[config.mk]
export PLATFORM = sky130hd
export DESIGN_NAME = decode_issue_ctrl_flat
export DESIGN_NICKNAME = d
export VERILOG_FILES = /design/src/rtl/decode_issue_ctrl_pkg.sv /design/src/rtl/decode_issue_ctrl_if.sv /design/src/rtl/decode_issue_ctrl_scoreboard.sv /design/src/rtl/decode_issue_ctrl.sv /design/src/flat_wrapper.sv
export SDC_FILE = /design/constraint.sdc
export NUM_CORES = 1
export LEC_CHECK = 0
export CORE_MARGIN = 3
export CORE_UTILIZATION = 25
export CTS_CLUSTER_SIZE = 8
export DETAILED_ROUTE_END_ITERATION = 8
export PLACE_DENSITY = 0.44
export SLEW_MARGIN = 10
export SYNTH_ARGS = -nofsm -noshare
export SYNTH_HDL_FRONTEND = slang
export SYNTH_SLANG_ARGS = --single-unit
[constraint.sdc]
create_clock -name clk -period 7.2 [get_ports clk]
set_input_delay 1.44 -clock clk [delete_from_list [all_inputs] [get_ports clk]]
set_output_delay 1.44 -clock clk [all_outputs]
set_load 0.1 [all_outputs]
[src/rtl/decode_issue_ctrl_pkg.sv]
// Shared definitions for the decode-stage issue controller: RV32 opcode values,
// immediate-format select encoding, issue FSM states and the opcode classifier.
package decode_issue_ctrl_pkg;

    localparam logic [6:0] OP_LOAD   = 7'b0000011;
    localparam logic [6:0] OP_STORE  = 7'b0100011;
    localparam logic [6:0] OP_BRANCH = 7'b1100011;
    localparam logic [6:0] OP_JAL    = 7'b1101111;
    localparam logic [6:0] OP_JALR   = 7'b1100111;
    localparam logic [6:0] OP_LUI    = 7'b0110111;
    localparam logic [6:0] OP_AUIPC  = 7'b0010111;
    localparam logic [6:0] OP_OPIMM  = 7'b0010011;
    localparam logic [6:0] OP_OP     = 7'b0110011;

    // Width of one scoreboard countdown entry
    localparam int CNT_W = 2;

    typedef enum logic [3:0] {
        IMM_I = 4'd0,
        IMM_S = 4'd1,
        IMM_B = 4'd2,
        IMM_J = 4'd3,
        IMM_U = 4'd4
    } imm_src_t;

    typedef enum logic [1:0] {
        ST_RUN   = 2'd0,
        ST_STALL = 2'd1,
        ST_FLUSH = 2'd2
    } issue_state_t;

    typedef struct packed {
        logic     legal;
        logic     use_rs1;
        logic     use_rs2;
        logic     writes;
        logic     is_load;
        imm_src_t imm;
    } dec_t;

    // Classify an opcode. Unrecognised opcodes still read rs1 (they are only
    // excluded from writing the scoreboard) and select the I format.
    function automatic dec_t decode_op(input logic [6:0] op);
        dec_t d;
        d = '{legal: 1'b1, use_rs1: 1'b1, use_rs2: 1'b0, writes: 1'b1,
              is_load: 1'b0, imm: IMM_I};
        case (op)
            OP_LOAD:           d.is_load = 1'b1;
            OP_OPIMM, OP_JALR: d.imm     = IMM_I;
            OP_OP:             d.use_rs2 = 1'b1;
            OP_STORE: begin
                d.imm     = IMM_S;
                d.use_rs2 = 1'b1;
                d.writes  = 1'b0;
            end
            OP_BRANCH: begin
                d.imm     = IMM_B;
                d.use_rs2 = 1'b1;
                d.writes  = 1'b0;
            end
            OP_JAL: begin
                d.imm     = IMM_J;
                d.use_rs1 = 1'b0;
            end
            OP_LUI, OP_AUIPC: begin
                d.imm     = IMM_U;
                d.use_rs1 = 1'b0;
            end
            default: begin
                d.legal  = 1'b0;
                d.writes = 1'b0;
            end
        endcase
        return d;
    endfunction

endpackage

[src/rtl/decode_issue_ctrl_if.sv]
// Fetch/decode/execute handshake bundle for the issue controller.
// slave = controller view, master = driver (fetch + execute) view.
interface decode_issue_ctrl_if #(
    parameter int WIDTH = 32
);
    logic [WIDTH-1:0] instr_d;
    logic             valid_d;
    logic             ready_d;
    logic             flush_i;
    logic             ready_e;
    logic             issue_valid;
    logic [WIDTH-1:0] issue_instr;
    logic [3:0]       imm_src;
    logic             illegal_d;

    modport slave (
        input  instr_d, valid_d, flush_i, ready_e,
        output ready_d, issue_valid, issue_instr, imm_src, illegal_d
    );

    modport master (
        output instr_d, valid_d, flush_i, ready_e,
        input  ready_d, issue_valid, issue_instr, imm_src, illegal_d
    );
endinterface

[src/rtl/decode_issue_ctrl_scoreboard.sv]
// Register scoreboard: one small down-counter per x1..x31 holding the number of
// execute advances left before that register's pending result is forwardable.
// x0 is never busy.
module decode_issue_ctrl_scoreboard
    import decode_issue_ctrl_pkg::*;
(
    input  logic             clk,
    input  logic             rst_n,
    input  logic             i_adv,
    input  logic             i_set,
    input  logic [4:0]       i_set_rd,
    input  logic [CNT_W-1:0] i_set_val,
    input  logic [4:0]       i_rs1,
    input  logic [4:0]       i_rs2,
    output logic             o_busy1,
    output logic             o_busy2
);

    logic [CNT_W-1:0] r_cnt [1:31];
    logic [31:0]      w_busy;

    // Load on issue (a new write overrides the old countdown), count down while execute advances
    always_ff @(posedge clk or negedge rst_n) begin
        if (!rst_n) begin
            for (int i = 1; i < 32; i++) begin
                r_cnt[i] <= '0;
            end
        end else begin
            for (int i = 1; i < 32; i++) begin
                if (i_set && (i_set_rd == 5'(i))) begin
                    r_cnt[i] <= i_set_val;
                end else if (i_adv && (r_cnt[i] != '0)) begin
                    r_cnt[i] <= r_cnt[i] - 1'b1;
                end
            end
        end
    end

    // Flatten counters into a busy vector with x0 hard-wired idle
    always_comb begin
        w_busy = '0;
        for (int i = 1; i < 32; i++) begin
            w_busy[i] = (r_cnt[i] != '0);
        end
    end

    assign o_busy1 = w_busy[i_rs1];
    assign o_busy2 = w_busy[i_rs2];

endmodule

[src/rtl/decode_issue_ctrl.sv]
// Decode-stage issue controller: classifies the decode instruction, drives the
// immediate-format select, stalls on load-use hazards via the scoreboard and
// inserts bubbles after a redirect. Issue register gives 1-cycle latency to execute.
// Optional feature macro: ISSUE_CTRL_PERF_EN adds saturating stall_cnt/flush_cnt outputs.
module decode_issue_ctrl
    import decode_issue_ctrl_pkg::*;
#(
    parameter int WIDTH      = 32,
    parameter int LOAD_LAT   = 2,
    parameter int ALU_LAT    = 0,
    parameter int FLUSH_BUBS = 1
) (
    input  logic                 clk,
    input  logic                 rst_n,
    decode_issue_ctrl_if.slave   bus
`ifdef ISSUE_CTRL_PERF_EN
    ,
    output logic [31:0]          stall_cnt,
    output logic [31:0]          flush_cnt
`endif
);

    localparam logic [CNT_W-1:0] LOAD_SET = CNT_W'(LOAD_LAT);
    localparam logic [CNT_W-1:0] ALU_SET  = CNT_W'(ALU_LAT);
    localparam logic [1:0]       BUB_INIT = 2'(FLUSH_BUBS - 1);

    dec_t             w_dec;
    logic [4:0]       w_rd;
    logic [4:0]       w_rs1;
    logic [4:0]       w_rs2;
    logic             w_busy1;
    logic             w_busy2;
    logic             w_hazard;
    logic             w_ready_d;
    logic             w_issue;
    logic             w_sb_set;

    issue_state_t     r_state;
    issue_state_t     w_state_nxt;
    logic [1:0]       r_bub;
    logic [1:0]       w_bub_nxt;

    logic             r_issue_valid;
    logic [WIDTH-1:0] r_issue_instr;

    assign w_dec = decode_op(bus.instr_d[6:0]);
    assign w_rd  = bus.instr_d[11:7];
    assign w_rs1 = bus.instr_d[19:15];
    assign w_rs2 = bus.instr_d[24:20];

    assign w_hazard = bus.valid_d & ((w_dec.use_rs1 & w_busy1) | (w_dec.use_rs2 & w_busy2));
    assign w_issue  = bus.valid_d & w_ready_d;
    assign w_sb_set = w_issue & w_dec.writes & (w_rd != 5'd0);

    decode_issue_ctrl_scoreboard u_sb (
        .clk       (clk),
        .rst_n     (rst_n),
        .i_adv     (bus.ready_e),
        .i_set     (w_sb_set),
        .i_set_rd  (w_rd),
        .i_set_val (w_dec.is_load ? LOAD_SET : ALU_SET),
        .i_rs1     (w_rs1),
        .i_rs2     (w_rs2),
        .o_busy1   (w_busy1),
        .o_busy2   (w_busy2)
    );

    // FSM state and flush-bubble down-counter
    always_ff @(posedge clk or negedge rst_n) begin
        if (!rst_n) begin
            r_state <= ST_RUN;
            r_bub   <= '0;
        end else begin
            r_state <= w_state_nxt;
            r_bub   <= w_bub_nxt;
        end
    end

    // Next state and decode acceptance; a redirect always beats a hazard
    always_comb begin
        w_state_nxt = r_state;
        w_bub_nxt   = r_bub;
        w_ready_d   = 1'b0;
        case (r_state)
            ST_RUN, ST_STALL: begin
                w_ready_d = bus.ready_e & ~w_hazard & ~bus.flush_i;
                if (bus.flush_i) begin
                    w_state_nxt = ST_FLUSH;
                    w_bub_nxt   = BUB_INIT;
                end else if (w_hazard) begin
                    w_state_nxt = ST_STALL;
                end else begin
                    w_state_nxt = ST_RUN;
                end
            end
            ST_FLUSH: begin
                if (bus.flush_i) begin
                    w_bub_nxt = BUB_INIT;
                end else if (r_bub == 2'd0) begin
                    w_state_nxt = ST_RUN;
                end else begin
                    w_bub_nxt = r_bub - 2'd1;
                end
            end
            default: begin
                w_state_nxt = ST_RUN;
                w_bub_nxt   = '0;
            end
        endcase
    end

    // Issue register toward execute; holds while execute is stalled
    always_ff @(posedge clk or negedge rst_n) begin
        if (!rst_n) begin
            r_issue_valid <= 1'b0;
            r_issue_instr <= '0;
        end else if (bus.ready_e) begin
            r_issue_valid <= w_issue;
            if (w_issue) begin
                r_issue_instr <= bus.instr_d;
            end
        end
    end

    assign bus.ready_d     = w_ready_d;
    assign bus.issue_valid = r_issue_valid;
    assign bus.issue_instr = r_issue_instr;
    assign bus.imm_src     = w_dec.imm;
    assign bus.illegal_d   = bus.valid_d & ~w_dec.legal;

`ifdef ISSUE_CTRL_PERF_EN
    logic [31:0] r_stall_cnt;
    logic [31:0] r_flush_cnt;

    // Saturating occupancy counters for the STALL and FLUSH states
    always_ff @(posedge clk or negedge rst_n) begin
        if (!rst_n) begin
            r_stall_cnt <= '0;
            r_flush_cnt <= '0;
        end else begin
            if ((r_state == ST_STALL) && (r_stall_cnt != '1)) begin
                r_stall_cnt <= r_stall_cnt + 32'd1;
            end
            if ((r_state == ST_FLUSH) && (r_flush_cnt != '1)) begin
                r_flush_cnt <= r_flush_cnt + 32'd1;
            end
        end
    end

    assign stall_cnt = r_stall_cnt;
    assign flush_cnt = r_flush_cnt;
`endif

endmodule

[src/flat_wrapper.sv]
// flat-port wrapper written by rule: the top's interface ports become plain ports
module decode_issue_ctrl_flat import decode_issue_ctrl_pkg::*;
#(
    parameter int WIDTH      = 32,
    parameter int LOAD_LAT   = 2,
    parameter int ALU_LAT    = 0,
    parameter int FLUSH_BUBS = 1
)
  (clk, rst_n, bus_instr_d, bus_valid_d, bus_flush_i, bus_ready_e, bus_ready_d, bus_issue_valid, bus_issue_instr, bus_imm_src, bus_illegal_d);
  decode_issue_ctrl_if #(.WIDTH(WIDTH)) bus_i ();
  input  logic clk;
  input  logic rst_n;
  input wire logic [$bits(bus_i.instr_d)-1:0] bus_instr_d;
  input wire logic [$bits(bus_i.valid_d)-1:0] bus_valid_d;
  input wire logic [$bits(bus_i.flush_i)-1:0] bus_flush_i;
  input wire logic [$bits(bus_i.ready_e)-1:0] bus_ready_e;
  output wire logic [$bits(bus_i.ready_d)-1:0] bus_ready_d;
  output wire logic [$bits(bus_i.issue_valid)-1:0] bus_issue_valid;
  output wire logic [$bits(bus_i.issue_instr)-1:0] bus_issue_instr;
  output wire logic [$bits(bus_i.imm_src)-1:0] bus_imm_src;
  output wire logic [$bits(bus_i.illegal_d)-1:0] bus_illegal_d;
  assign bus_i.instr_d = bus_instr_d;
  assign bus_i.valid_d = bus_valid_d;
  assign bus_i.flush_i = bus_flush_i;
  assign bus_i.ready_e = bus_ready_e;
  assign bus_ready_d = bus_i.ready_d;
  assign bus_issue_valid = bus_i.issue_valid;
  assign bus_issue_instr = bus_i.issue_instr;
  assign bus_imm_src = bus_i.imm_src;
  assign bus_illegal_d = bus_i.illegal_d;
  decode_issue_ctrl #(.WIDTH(WIDTH), .LOAD_LAT(LOAD_LAT), .ALU_LAT(ALU_LAT), .FLUSH_BUBS(FLUSH_BUBS)) u_core (.clk(clk), .rst_n(rst_n), .bus(bus_i));
endmodule
* After elaboration in Yosys (flattened, before gate mapping)
Index checks and enable logic that the tools add are counted.
** Storage, ports and cells
- Register bits after elaboration :: 99
- Output and inout port bits :: 39
- Input bits :: 37
- Logic and storage cells :: 347
** Cells by class
- Bitwise operators :: 13
- Eq/ne operators :: 46
- Reduce and logical (&&, ||, !) cells :: 136
- $lt $le $gt $ge :: 2
- Add/subtract/negate cells :: 32
- Multiplexer cells :: 83
** Operators with widths (number)
- 2-to-1 mux 2 bit :: 69
- nonzero test 2 bit :: 62
- equality test 5 bit, second input constant :: 16
- subtractor 2 x 1 -> 2 bit, second input constant :: 32
- logical AND 1 bit :: 62
- equality test 5 x 4 -> 1 bit, second input constant :: 8
- equality test 7 x 6 -> 1 bit, second input constant :: 3
- equality test 7 bit, second input constant :: 3
- equality test 5 x 3 -> 1 bit, second input constant :: 4
- equality test 7 x 5 -> 1 bit, second input constant :: 2
- less-than comparator 5 x 6 -> 1 bit, second input constant :: 2
- one-hot mux 3 bit (4 select lines) :: 1
- binary-select mux 1 bit (select 5 bit) :: 2
- equality test 5 x 2 -> 1 bit, second input constant :: 2
- AND 1 bit :: 9
- 2-to-1 mux 1 bit :: 9
- OR reduction 9 bit :: 1
- one-hot mux 2 bit (2 select lines) :: 2
- equality test 7 x 2 -> 1 bit, second input constant :: 1
- OR reduction 7 bit :: 1
- AND reduction 2 bit :: 3
- OR reduction 3 bit :: 2
- equality test 5 x 1 -> 1 bit, second input constant :: 1
- nonzero test 5 bit :: 1
- 9 further kinds :: 14

* Longest topological paths before layout
Gate-level depths: netlist of run 1.
- Depth after elaboration :: 15
- Depth in mapped cells :: 10
- Gate-level depth less buffers :: 8

* Cells and area by module
Synthesis of run 1 repeated with hierarchy kept, for this count alone.
** Second synthesis, totals
- Cell total of the unflattened synthesis :: 676
- Area total of the unflattened synthesis :: 6162.2 um^2
** By module, submodules not included
- decode_issue_ctrl_scoreboard :: cells each 539, sequential area each 1551.5 um^2, area an instance 4332.9 um^2, times used 1
- decode_issue_ctrl :: cells each 137, sequential area each 925.9 um^2, area an instance 1829.3 um^2, times used 1

* Least setup slack after synthesis of run 1
No wires, ideal clock.
- Path kind :: input -> output
- Start :: in bus_instr_d[6]
- End :: out bus_imm_src[0]
- Buffers on the path :: 0
- Required time :: 5760 ps
- Arrival :: 6395 ps
- Stages :: 3
- Path slack :: -635 ps
- Cells stage by stage :: nor2_1 > nand2_1 > a2111oi_0
** On the way
- Word-level cells in the longest chain between the ends :: 3
- Elaborated cells between the ends (all ways) :: 7
- Those cells by class :: eq/ne: 5; mux: 1; reduce/logical: 1
** Ends and longest elaborated chain
- from (decl) :: line flat_wrapper.sv:13 : input wire logic [$bits(bus_i.instr_d)-1:0] bus_instr_d;
- equality test 7 x 6 -> 1 bit or equality test 7 x 5 -> 1 bit (tied branches) :: line decode_issue_ctrl_pkg.sv:47 : case (op)
- OR reduction 2 bit
- one-hot mux 3 bit (4 select lines) (*) :: line decode_issue_ctrl_pkg.sv:47
- to (decl) :: line flat_wrapper.sv:20 : output wire logic [$bits(bus_i.imm_src)-1:0] bus_imm_src;
Mark *: on every way between the ends. The rest lies on a longest branch, timed or not.

* Worst setup path in the final report of run 1
- Start :: in bus_instr_d[17]
- End :: out bus_ready_d
** On the way
- Word-level cells in the longest chain between the ends :: 9
** Ends and longest elaborated chain
- binary-select mux 1 bit (select 5 bit) :: line decode_issue_ctrl_scoreboard.sv:47 : assign o_busy1 = w_busy[i_rs1];
- 2-to-1 mux 1 bit (not written as such) :: line decode_issue_ctrl_scoreboard.sv:47
- AND 1 bit :: line decode_issue_ctrl.sv:51 : assign w_hazard = bus.valid_d & ((w_dec.use_rs1 & w_busy1) | (w_dec.use_rs2 & w_busy2));
- bitwise OR 1 bit :: line decode_issue_ctrl.sv:51
- AND 1 bit :: line decode_issue_ctrl.sv:51
- inverter 1 bit :: line decode_issue_ctrl.sv:86 : w_ready_d = bus.ready_e & ~w_hazard & ~bus.flush_i;
- AND 1 bit (2 in series) :: line decode_issue_ctrl.sv:86
- 2-to-1 mux 1 bit :: line decode_issue_ctrl.sv:84 : case (r_state)
- to (decl) :: line flat_wrapper.sv:17 : output wire logic [$bits(bus_i.ready_d)-1:0] bus_ready_d;
Every way passes these cells. The select of a mux whose other input is x is not followed.

==> results of run 1 <==
==> worst min-delay path by stage <==
stage,start,endpoint,slack [ns],depth (start not counted)
5_1_grt,u_core.bus.issue_instr[28]$_DFFE_PN0P_,u_core.bus.issue_instr[28]$_DFFE_PN0P_,0.52,1
3_3_place_gp,u_core.r_state[0]$_DFFE_PN0P_,u_core.r_state[1]$_DFFE_PN0P_,0.47,1
3_5_place_dp,u_core.bus.issue_instr[26]$_DFFE_PN0P_,u_core.bus.issue_instr[26]$_DFFE_PN0P_,0.50,1
6_report,u_core.bus.issue_instr[24]$_DFFE_PN0P_,u_core.bus.issue_instr[24]$_DFFE_PN0P_,0.51,1
2_1_floorplan,u_core.r_state[0]$_DFFE_PN0P_,u_core.r_state[1]$_DFFE_PN0P_,0.46,1
4_1_cts,u_core.bus.issue_instr[26]$_DFFE_PN0P_,u_core.bus.issue_instr[26]$_DFFE_PN0P_,0.52,1
==> sequential cells by signal, indices dropped and copies added (netlist names) <==
| signal | count |
|---|---|
| u_core.u_sb.r_cnt | 62 |
| u_core.bus.issue_instr | 32 |
| u_core.r_bub | 2 |
| u_core.r_state | 2 |
| u_core.bus.issue_valid | 1 |
==> kinds of logic (layout without fill, tap and decap cells) <==
| kind of cell | count (synthesis) | after routing | share of synthesized area |
|---|---|---|---|
| compound gates | 112 | 112 | 0.110 |
| flops | 99 | 99 | 0.392 |
| xor+xnor | 31 | 31 | 0.0430 |
| simple gates | 166 | 166 | 0.140 |
| buf+inv | 107 | 167 | 0.0705 |
| fa+ha+maj | 32 | 32 | 0.0634 |
| other cells | 1 | 1 | 0.000594 |
| mux | 84 | 84 | 0.180 |
==> cell usage in the layout (no fill, tap or decap), drive strengths merged, types with 5 or more instances in the layout <==
| cell | count |
|---|---|
| buf | 9 |
| nand3 | 37 |
| nand3b | 5 |
| o21ai | 5 |
| clkbuf | 9 |
| nor2 | 47 |
| mux2 | 32 |
| nand2b | 35 |
| a21oi | 65 |
| clkdlybuf4s50 | 72 |
| dfrtp | 99 |
| inv | 72 |
| mux4 | 12 |
| or4b | 5 |
| ha | 32 |
| a211oi | 28 |
| nand2 | 9 |
| nor3 | 7 |
| xnor2 | 31 |
| mux2i | 40 |
==> cells in the mapped netlist, types with 3 or more instances <==
cell type                  count  area [um2]
sky130_fd_sc_hd__nand2_1       9        33.8
sky130_fd_sc_hd__nor4b_1       3        26.3
sky130_fd_sc_hd__nor2_1       47         176
sky130_fd_sc_hd__a2111o_1      3        33.8
sky130_fd_sc_hd__ha_1         32         400
sky130_fd_sc_hd__or4_1         3        22.5
sky130_fd_sc_hd__mux2_2        3        33.8
sky130_fd_sc_hd__nor3_1        7        35.0
sky130_fd_sc_hd__o21ai_0       5        25.0
sky130_fd_sc_hd__mux2i_1      40         400
sky130_fd_sc_hd__mux2_4       29         435
sky130_fd_sc_hd__clkbuf_1     23        86.3
sky130_fd_sc_hd__mux4_2       12         270
sky130_fd_sc_hd__nand2b_1     35         219
sky130_fd_sc_hd__buf_2         5        25.0
sky130_fd_sc_hd__a21oi_1      64         320
sky130_fd_sc_hd__nand3b_1      5        37.5
sky130_fd_sc_hd__buf_1         3        11.3
sky130_fd_sc_hd__nand3_1      37         185
sky130_fd_sc_hd__dfrtp_1      99        2480
sky130_fd_sc_hd__or4b_2        3        30.0
sky130_fd_sc_hd__xnor2_1      31         272
sky130_fd_sc_hd__a211oi_1     28         210
sky130_fd_sc_hd__buf_6         4        45.0
sky130_fd_sc_hd__inv_1        70         263
==> report_power, final <==
| part | internal (mW) | switching (mW) |
|---|---|---|
| Combinational | 0.751 | 1.34 |
| Clock | 0.273 | 0.230 |
| Sequential | 0.827 | 0.115 |
==> per-stage QoR <==
step           hold slack (ns)  cells
6_report                 0.514   1016
4_1_cts                  0.516   1016
2_1_floorplan            0.459    632
3_3_place_gp             0.474   1000
3_5_place_dp             0.497   1000
5_1_grt                  0.525   1016
==> cell type report <==
cell class              count  area, um2  share of cell area
flip-flops and latches     99       2480               0.324
repair buffers             81        788               0.103
multi-input cells         426       3420               0.447
clock inverters             7       76.3             0.00997
inverters                  70        263              0.0343
well taps                 324        405              0.0529
clock buffers               9        225              0.0294
==> routing by layer <==
metal  up-vias  part of all wire  global-route usage
li1       2313                 -                   -
met1      2398              0.45               0.172
met2        85              0.50               0.228
met3        13             0.041              0.0213
met4         0             0.012              0.0427
met5         -                 0                   0
==> out/qor_table.md, run 1 <==
| Result | This run | Unit |
|:---|:---|:---|
| Predominant post-synthesis flop cell | sky130_fd_sc_hd__dfrtp_1 | - |
| Syn avg cell area | 10.0 | um2 |
| Worst Reg2Reg Path Length in Cells | 9 | - |
| Fin nets | 756 | - |
| Worst setup slack before clock tree synthesis | 1.33 | ns |
| Relative max-transition margin | 0.346 | - |
| Antenna violation net count after detailed routing | 0 | - |
| Die Span Y | 165 | um |
| Critical Path Stages | 8 | - |
| Slowest cell on the critical path | sky130_fd_sc_hd__clkdlybuf4s50_1 | - |
| End of the worst register-to-register path | u_core.bus.issue_instr[2]$_DFFE_PN0P_ | - |
| Full die area | 27200 | um2 |
| Worst path max stage delay | 0.97 | ns |
| Worst reg2reg startpoint | u_core.u_sb.r_cnt[11]$_DFFE_PN0P_ | - |
| Outcome | complete, no violations | - |
| Number of global-route vias before repair | 5108 | - |
| Number of inserted filler cells in the final layout | 2517 | - |
| TritonCTS Sinks | 99 | - |
| Longest Clk Path Bufs | 2 | - |
| Critical Path, Cell by Cell | clkdlybuf4s50_1, mux4_2, mux2i_1, o2111ai_1, or2_2, nand3_1, a21oi_1, buf_4 | - |
| Highest fanout seen on the critical path | 29 | - |
| Summed area of non-filler cells in the final layout | 7660 | um2 |
| Final Core Density | 0.311 | - |
| Area growth, synth to finish | 21.2 | % |
| Number of register bits inferred by synthesis | 99 | - |
| Number of enable-type register cells in the synthesized netlist | 0 | - |
| Number of top-level design ports | 76 | - |
| Sequential share of the synthesized area | 0.392 | - |
| Data required time of the critical path | 5.76 | ns |
| Final worst-path setup slack | 1.32 | ns |
| Maximum number of pins on one net before global-route repair | 52 | - |
| Leakage | 3.43 | nW |
| Unrepaired setup endpoints after global routing | false | - |
| Count of inserted antenna diode cells | 0 | - |
| Worst-margin pin slew | 0.978 | ns |
| Setup CP Type | in2out | - |
| Clock root buffer | sky130_fd_sc_hd__clkbuf_16 | - |
| Hold-fix buffers at CTS | 0 | - |
| Number of buffers inserted by post-CTS setup repair | 0 | - |
| Global-route wire length before repair | 28100 | um |
| Initial Util | 0.257 | - |
| Capture point of the critical path | bus_ready_d | - |
| Total detailed-routing wirelength | 17400 | um |
| Initial antenna violation count | 0 | - |
| Combined area of all synthesized cells | 6320 | um2 |
| CTS tree | yes | - |
| Row count | 57 | - |
| CP Launch Type | input port | - |
| Critical path data arrival time | 4.44 | ns |
| X dimension of the die | 165 | um |
| Highest clock rate | 170 | MHz |
| Number of buffers created by CTS | 9 | - |
| Combined global-route utilization of all metal layers | 0.133 | - |
| DRC violations left | 0 | - |
| Max IR drop VDD | 0.000269 | V |
| Final Cycle Share | 0.816 | - |
| Final-report hold violation count | 0 | - |
| Fraction of registers with async set/reset | 1.00 | - |
| Vias per cell | 4.73 | - |
| Routed len/inst | 17.1 | um |
| Layout cells sized above 1 | 0.116 | - |
| Post_cts resized | 0 | - |
| Clock transition at the registers of the reported paths | 0.07 | ns |
| Count of cell types in the netlist | 49 | - |
| Source-to-sink clock delay at the later pin of the worst-skew pair | 0.36 | ns |
| CP Capture Type | primary output | - |
| Core region area | 24600 | um2 |
| Total overflow reported by the global router | 0 | - |
| HP Class | reg2reg | - |
| Power, Total | 3.54 | mW |
| Top cell family by delay on the critical path | buffers and inverters | - |
| Final estimated routing congestion in global placement | 0.764 | - |
| Buffers & Inverters on Critical Path | 2 | - |
| Worst setup path startpoint | bus_instr_d[17] | - |
| Max Clock Skew | 0.0114 | ns |
| Post-route minimum period | 5.88 | ns |
| Total vias in the final route | 4809 | - |
| I/O Buffers | 74 | - |
| Number of violations of the max-capacitance limit | 0 | - |
| H-tree levels | 3 | - |
| Net count after synthesis | 701 | - |
| DPL Wire Length | 12400 | um |
| Total number of yosys warnings | 0 | - |
| Detailed-routing iteration count for the pre-antenna-repair pass | 4 | - |
| Instance area after placement | 7360 | um2 |
| Final Max Slew Viols | 0 | - |
| Synthesized instance count | 632 | - |
| Sum of negative setup slack | 0 | ns |
| Register-to-register path setup slack | 3.55 | ns |
| Power density relative to cell area | 462 | nW/um2 |
| Setup Viol. Count Final | 0 | - |
| Starting DRT DRC Count | 307 | - |
(Power assumes the default switching activity.)
==> run 2: changes to the inputs <==
PLACE_DENSITY = 0.46   (was 0.44)
clock period = 5.1 ns   (was 7.2 ns; I/O delays follow)
==> run 2 against run 1 <==
Cell count increased by 0.39%. Worst hold slack got worse by 0.0055 ns. Non-clock buffer count increased by 4. Die area unchanged. Largest power group unchanged.
==> out/qor_table.md, run 2 (synthesis gave the netlist of run 1 again) <==
| Result | This run | Unit | vs previous |
|:---|:---|:---|:---|
| Routed len/inst | 17.0 | um | -0.71% |
| HP Class | reg2reg | - |  |
| Slowest cell on the critical path | sky130_fd_sc_hd__clkdlybuf4s50_1 | - |  |
| X dimension of the die | 165 | um | unchanged |
| Register-to-register path setup slack | 1.85 | ns | -1.70 ns |
| Layout cells sized above 1 | 0.128 | - | +0.0123 |
| Core region area | 24600 | um2 | unchanged |
| Unrepaired setup endpoints after global routing | false | - |  |
| Final Cycle Share | 0.910 | - |  |
| CP Launch Type | input port | - |  |
| Initial Util | 0.257 | - | unchanged |
| Critical Path, Cell by Cell | clkdlybuf4s50_1, mux4_2, mux4_2, nor3_1, a41oi_2, nand3_1, a21oi_1, buf_12 | - |  |
| Initial antenna violation count | 2 | - | +2 |
| Highest clock rate | 216 | MHz |  |
| Number of global-route vias before repair | 4723 | - | -7.5% |
| Area growth, synth to finish | 21.9 | % |  |
| Final-report hold violation count | 0 | - | unchanged |
| DRC violations left | 0 | - | unchanged |
| Longest Clk Path Bufs | 2 | - | unchanged |
| Cell repeated most along the worst path | sky130_fd_sc_hd__mux4_2 | - |  |
| Hold Startpoint | u_core.r_state[0]$_DFFE_PN0P_ | - |  |
| Worst path max stage delay | 0.76 | ns | -0.21 ns |
| Combined global-route utilization of all metal layers | 0.131 | - | -0.00267 |
| Setup Viol. Count Final | 0 | - | unchanged |
| Number of buffers created by CTS | 9 | - | unchanged |
| Register name with the most flops | u_core.u_sb.r_cnt | - |  |
| Antenna violation net count after detailed routing | 0 | - | unchanged |
| Leakage | 3.46 | nW | +0.81% |
| Flip-flop count of the largest register after layout | 62 | - | unchanged |
| Source-to-sink clock delay at the later pin of the worst-skew pair | 0.35 | ns | about the same |
| Setup CP Type | in2out | - |  |
| Relative max-transition margin | 0.318 | - | -0.0281 |
| Worst hold margin | 0.508 | ns | -0.00552 ns |
| Commonest cells after routing, fill and taps aside | 99 x sky130_fd_sc_hd__dfrtp_1, 70 x sky130_fd_sc_hd__inv_1, 68 x sky130_fd_sc_hd__clkdlybuf4s50_1 | - |  |
| Row count | 57 | - | unchanged |
| H-tree levels | 3 | - | unchanged |
| Worst Reg2Reg Path Length in Cells | 9 | - | unchanged |
| Number of instances on the worst hold path | 1 | - | unchanged |
| Power density relative to cell area | 641 | nW/um2 | +39% |
| CTS tree | yes | - |  |
| Fin nets | 760 | - | +0.53% |
| I/O Buffers | 74 | - | unchanged |
| Number of violations of the max-capacitance limit | 0 | - | unchanged |
| Data required time of the critical path | 4.08 | ns | -1.68 ns |
| Maximum number of pins on one net before global-route repair | 70 | - | +35% |
| Post-route minimum period | 4.64 | ns |  |
| Highest fanout seen on the critical path | 8 | - | -72% |
| Count of inserted antenna diode cells | 0 | - | unchanged |
| CP Capture Type | primary output | - |  |
| Vias per cell | 4.71 | - | -0.39% |
| Total vias in the final route | 4809 | - | unchanged |
| Starting DRT DRC Count | 211 | - | -31% |
| Worst-margin pin slew | 1.02 | ns | +0.0420 ns |
| Number of buffers inserted by post-CTS setup repair | 0 | - | unchanged |
| Clock root buffer | sky130_fd_sc_hd__clkbuf_16 | - |  |
| Critical path data arrival time | 3.62 | ns | -0.82 ns |
| Sum of negative setup slack | 0 | ns | unchanged |
| Worst reg2reg startpoint | u_core.u_sb.r_cnt[0]$_DFFE_PN0P_ | - |  |
| Clock transition at the registers of the reported paths | 0.07 | ns | about the same |
| End of the worst register-to-register path | u_core.bus.issue_instr[2]$_DFFE_PN0P_ | - |  |
| Outcome | complete, no violations | - |  |
| Die Span Y | 165 | um | unchanged |
| Max Clock Skew | 0.00784 | ns | -0.00354 ns |
| Worst min-delay path endpoint | u_core.r_state[1]$_DFFE_PN0P_ | - |  |
| Number of top-level design ports | 76 | - | unchanged |
| Commonest non-fill, non-tap cell in the layout | sky130_fd_sc_hd__dfrtp_1 | - |  |
| Post_cts resized | 0 | - | unchanged |
| Hold-fix buffers at CTS | 0 | - | unchanged |
| TritonCTS Sinks | 99 | - | unchanged |
| Final Max Slew Viols | 0 | - | unchanged |
| Final estimated routing congestion in global placement | 0.803 | - | +5.1% |
| Detailed-routing iteration count for the pre-antenna-repair pass | 4 | - | unchanged |
| Max IR drop VDD | 0.000356 | V | +32% |
| Total detailed-routing wirelength | 17300 | um | -0.32% |
| Full die area | 27200 | um2 | unchanged |
| Total overflow reported by the global router | 0 | - | unchanged |
| DPL Wire Length | 11900 | um | -3.5% |
| Global-route wire length before repair | 27300 | um | -2.6% |
==> run 2: cell types whose count changed in the layout (fill, tap and decap cells not counted), moves of 2 or more <==
cell                              change
sky130_fd_sc_hd__buf_12               +2
sky130_fd_sc_hd__buf_4                +6
sky130_fd_sc_hd__clkdlybuf4s50_1      -4
sky130_fd_sc_hd__inv_8                -2
==> run 2: layout make-up <==
type                       instances  area [um2]
clock buffer                      11         243
clock inverter                     5        52.6
fill                            2552       16900
inverter                          70         263
multi-input combinational        426        3430
sequential                        99        2480
tap                              324         405
timing repair buffer              85         833
==> run 2: worst max path at each step <==
stage                          from          end  slack [ns]  depth (start not counted)
floorplan           bus_instr_d[17]  bus_ready_d        0.20                          7
detailed placement  bus_instr_d[21]  bus_ready_d        0.40                          8
global placement    bus_instr_d[21]  bus_ready_d        0.47                          8
finish              bus_instr_d[21]  bus_ready_d        0.46                          8
global route        bus_instr_d[21]  bus_ready_d        0.30                          8
CTS                 bus_instr_d[21]  bus_ready_d        0.39                          8
==> run 2: metrics by stage <==
step / cell area [um2] / setup slack (ns) / total power [mW] / cells / utilization
floorplan: 6320 / 0.205 / 3.58 / 632 / -
global placement: 7410 / 0.469 / 4.24 / 1004 / 0.301
detailed placement: 7410 / 0.402 / 4.27 / 1004 / 0.301
CTS: 7700 / 0.389 / 5.00 / 1020 / 0.313
global route: 7700 / 0.298 / 5.31 / 1020 / 0.313
finish: 7700 / 0.461 / 4.94 / 1020 / 0.313
==> run 2: critical path: cells and delay by family <==
family                 cells  cell delay, ns
multiplexers               2            1.04
buffers and inverters      2            0.94
AND/OR/NAND/NOR            2            0.41
AO/OA/AOI/OAI              2            0.19
==> run 2: where the power goes <==
| group | switching [mW] | internal (mW) |
|---|---|---|
| combinational | 1.85 | 1.06 |
| clock | 0.314 | 0.392 |
| sequential | 0.156 | 1.17 |
==> run 2: layer usage <==
| layer | global-route usage | wire length [um] | vias to the layer above |
|---|---|---|---|
| li1 | - | - | 2327 |
| met1 | 0.178 | 8370 | 2349 |
| met2 | 0.210 | 7740 | 111 |
| met3 | 0.0319 | 980 | 18 |
| met4 | 0.0305 | 193 | 4 |
| met5 | 0 | 25 | - |
==> run 3: changes to the inputs <==
CORE_ASPECT_RATIO = 0.6   (was default)
CTS_BUF_LIST = sky130_fd_sc_hd__clkbuf_4   (was default)
==> run 3 against run 2 <==
Largest cell class unchanged. Wire length increased by 5.4%. Total power decreased by 2.2%. Worst hold slack got worse by 0.16 ns.
==> out/qor_table.md, run 3 (synthesis gave the netlist of run 1 again) <==
| Result | This run | Unit | vs previous |
|:---|:---|:---|:---|
| Outcome | complete, no violations | - |  |
| Layout cells sized above 1 | 0.125 | - | -0.00251 |
| Routed len/inst | 17.9 | um | +5.8% |
| Switching power total | 2.36 | mW | +1.3% |
| Instance area after placement | 7400 | um2 | -0.17% |
| DRC violations left | 0 | - | unchanged |
| CP Capture Type | primary output | - |  |
| Design internal power | 2.47 | mW | -5.4% |
| Worst setup slack before clock tree synthesis | 0.447 | ns | +0.0456 ns |
| Power, Total | 4.83 | mW | -2.2% |
| H-tree levels | 3 | - | unchanged |
| Highest clock rate | 215 | MHz | -0.25% |
| I/O Buffers | 74 | - | unchanged |
| Uppermost layer routed | met4 | - |  |
| Row count | 44 | - | -23% |
| Power density relative to cell area | 637 | nW/um2 | -0.61% |
| Register name with the most flops | u_core.u_sb.r_cnt | - |  |
| Total overflow reported by the global router | 0 | - | unchanged |
| Inst Count DP | 1000 | - | -0.40% |
| End of the worst register-to-register path | u_core.bus.issue_instr[1]$_DFFE_PN0P_ | - |  |
| Post-route minimum period | 4.65 | ns | +0.0114 ns |
| Flip-flop count of the largest register after layout | 62 | - | unchanged |
| Summed area of non-filler cells in the final layout | 7580 | um2 | -1.6% |
| Total area of multi-input combinational cells | 3430 | um2 | +0.15% |
| Clock share of power | 0.111 | - | -0.032 |
| Clock root buffer | sky130_fd_sc_hd__clkbuf_4 | - |  |
| Capture point of the critical path | bus_ready_d | - |  |
| Starting DRT DRC Count | 259 | - | +23% |
| Max Clock Skew | 0.0160 | ns | +0.00820 ns |
| Final Max Slew Viols | 0 | - | unchanged |
| Final-report hold violation count | 0 | - | unchanged |
| Count of placed standard cells in the final layout, fillers left out | 1017 | - | -0.29% |
| Number of global-route vias before repair | 4583 | - | -3.0% |
| CP Launch Type | input port | - |  |
| Buffers & Inverters on Critical Path | 2 | - | unchanged |
| CTS tree | yes | - |  |
| Worst reg2reg startpoint | u_core.u_sb.r_cnt[20]$_DFFE_PN0P_ | - |  |
| Sequential Power Share | 0.274 | - | +0.006 |
| Worst path max stage delay | 0.76 | ns | about the same |
| Highest fanout seen on the critical path | 8 | - | unchanged |
| X dimension of the die | 211 | um | +28% |
| Number of buffers inserted by post-CTS setup repair | 0 | - | unchanged |
| Maximum number of pins on one net before global-route repair | 45 | - | -36% |
| Post_cts resized | 0 | - | unchanged |
| Routed met3 length | 1050 | um | +6.9% |
| Final estimated routing congestion in global placement | 0.780 | - | -2.9% |
| Data required time of the critical path | 4.08 | ns | about the same |
| Full die area | 27300 | um2 | +0.23% |
| TritonCTS Sinks | 99 | - | unchanged |
| Longest Clk Path Bufs | 2 | - | unchanged |
| Die Span Y | 129 | um | -22% |
| Number of violations of the max-capacitance limit | 0 | - | unchanged |
| Number of top-level design ports | 76 | - | unchanged |
| DPL Wire Length | 12700 | um | +6.7% |
| Setup Viol. Count Final | 0 | - | unchanged |
| HP Class | in2async | - |  |
| Commonest cells after routing, fill and taps aside | 99 x sky130_fd_sc_hd__dfrtp_1, 70 x sky130_fd_sc_hd__inv_1, 68 x sky130_fd_sc_hd__clkdlybuf4s50_1 | - |  |
| Combinational Power Share | 0.615 | - | +0.026 |
| Commonest non-fill, non-tap cell in the layout | sky130_fd_sc_hd__dfrtp_1 | - |  |
| Critical Path Stages | 8 | - | unchanged |
| Sum of negative setup slack | 0 | ns | unchanged |
| Global-route wire length before repair | 28200 | um | +3.1% |
| Leakage | 3.40 | nW | -1.6% |
| Vias per cell | 4.57 | - | -3.0% |
| Critical path data arrival time | 3.63 | ns | about the same |
| Final worst-path setup slack | 0.449 | ns | -0.0114 ns |
| Number of buffers created by CTS | 9 | - | unchanged |
| Source-to-sink clock delay at the later pin of the worst-skew pair | 0.52 | ns | +0.17 ns |
| Clock transition at the registers of the reported paths | 0.16 | ns | +0.09 ns |
| Final Cycle Share | 0.912 | - | +0.00224 |
| Top cell family by delay on the critical path | multiplexers | - |  |
| Storage cell area | 2480 | um2 | unchanged |
| Detailed-routing iteration count for the pre-antenna-repair pass | 5 | - | +1 |
| Core region area | 24500 | um2 | -0.43% |
| Setup CP Type | in2out | - |  |
| Slowest cell on the critical path | sky130_fd_sc_hd__clkdlybuf4s50_1 | - |  |
| Met2 wire length | 6740 | um | -13% |
| Critical Path, Cell by Cell | clkdlybuf4s50_1, mux4_2, mux4_2, nor3_1, a41oi_2, nand3_1, a21oi_1, buf_12 | - |  |
| Initial Util | 0.258 | - | +0.00111 |
| Number of inserted filler cells in the final layout | 2520 | - | -1.3% |
| Fin nets | 758 | - | -0.26% |
| Hold-fix buffers at CTS | 0 | - | unchanged |
| Total vias in the final route | 4652 | - | -3.3% |
| Initial antenna violation count | 0 | - | -2 |
| Relative max-transition margin | 0.308 | - | -0.00949 |
| Max IR drop VDD | 0.000331 | V | -7.1% |
| Antenna violation net count after detailed routing | 0 | - | unchanged |
| Share of total power consumed by net switching | 0.488 | - | +0.0172 |
| Register-to-register path setup slack | 1.99 | ns | +0.14 ns |
| Worst Reg2Reg Path Length in Cells | 9 | - | unchanged |
| Cell repeated most along the worst path | sky130_fd_sc_hd__mux4_2 | - |  |
| Worst setup path startpoint | bus_instr_d[21] | - |  |
| Unrepaired setup endpoints after global routing | false | - |  |
| Worst-margin pin slew | 1.03 | ns | +0.0142 ns |
| Area growth, synth to finish | 19.9 | % |  |
| Combined global-route utilization of all metal layers | 0.137 | - | +0.00591 |
| Total detailed-routing wirelength | 18300 | um | +5.4% |
| WL met1 | 10400 | um | +24% |
run 3: changes by cell type in the layout (fill, tap and decap cells not counted), moves of 2 or more:
| cell | delta |
|---|---|
| sky130_fd_sc_hd__buf_4 | -2 |
| sky130_fd_sc_hd__bufinv_16 | +2 |
| sky130_fd_sc_hd__clkbuf_16 | -9 |
| sky130_fd_sc_hd__clkbuf_4 | +10 |
run 3: worst min-delay path by stage:
stage                                                  end  cells past startpoint                                   start
detailed placement  u_core.bus.issue_instr[14]$_DFFE_PN0P_                      1  u_core.bus.issue_instr[14]$_DFFE_PN0P_
CTS                 u_core.bus.issue_instr[14]$_DFFE_PN0P_                      1                                   rst_n
finish                       u_core.r_state[0]$_DFFE_PN0P_                      1                                   rst_n
global route                   u_core.r_bub[1]$_DFFE_PN0P_                      1                                   rst_n
floorplan                    u_core.r_state[1]$_DFFE_PN0P_                      1           u_core.r_state[0]$_DFFE_PN0P_
global placement     u_core.bus.issue_instr[2]$_DFFE_PN0P_                      1   u_core.bus.issue_instr[2]$_DFFE_PN0P_
run 3: power by group through the flow:
stage	registers [mW]	logic [mW]	clock network [mW]
floorplan	2.20	1.37	0
global placement	1.34	2.95	0
detailed placement	1.34	2.96	0
CTS	1.32	2.98	0.568
global route	1.37	3.22	0.589
finish	1.32	2.97	0.536
run 3: per-layer routing:
layer  track usage  vias to the layer above
li1              -                     2322
met3        0.0436                        4
met4        0.0271                        0
met1         0.219                     2223
met5             0                        -
met2         0.174                      103
run 3: area by class of cell:
type,count,area share
diodes,1,0.000330
clock buffers,10,0.00991
clock inverters,6,0.0137
inverters,70,0.0347
multi-input cells,426,0.453
flip-flops and latches,99,0.327
well taps,322,0.0532
repair buffers,83,0.108
run 3: stage by stage:
step	hold WS [ns]	util
2_1_floorplan	0.459	-
3_3_place_gp	0.486	0.302
3_5_place_dp	0.492	0.302
4_1_cts	0.296	0.309
5_1_grt	0.308	0.309
6_report	0.352	0.309
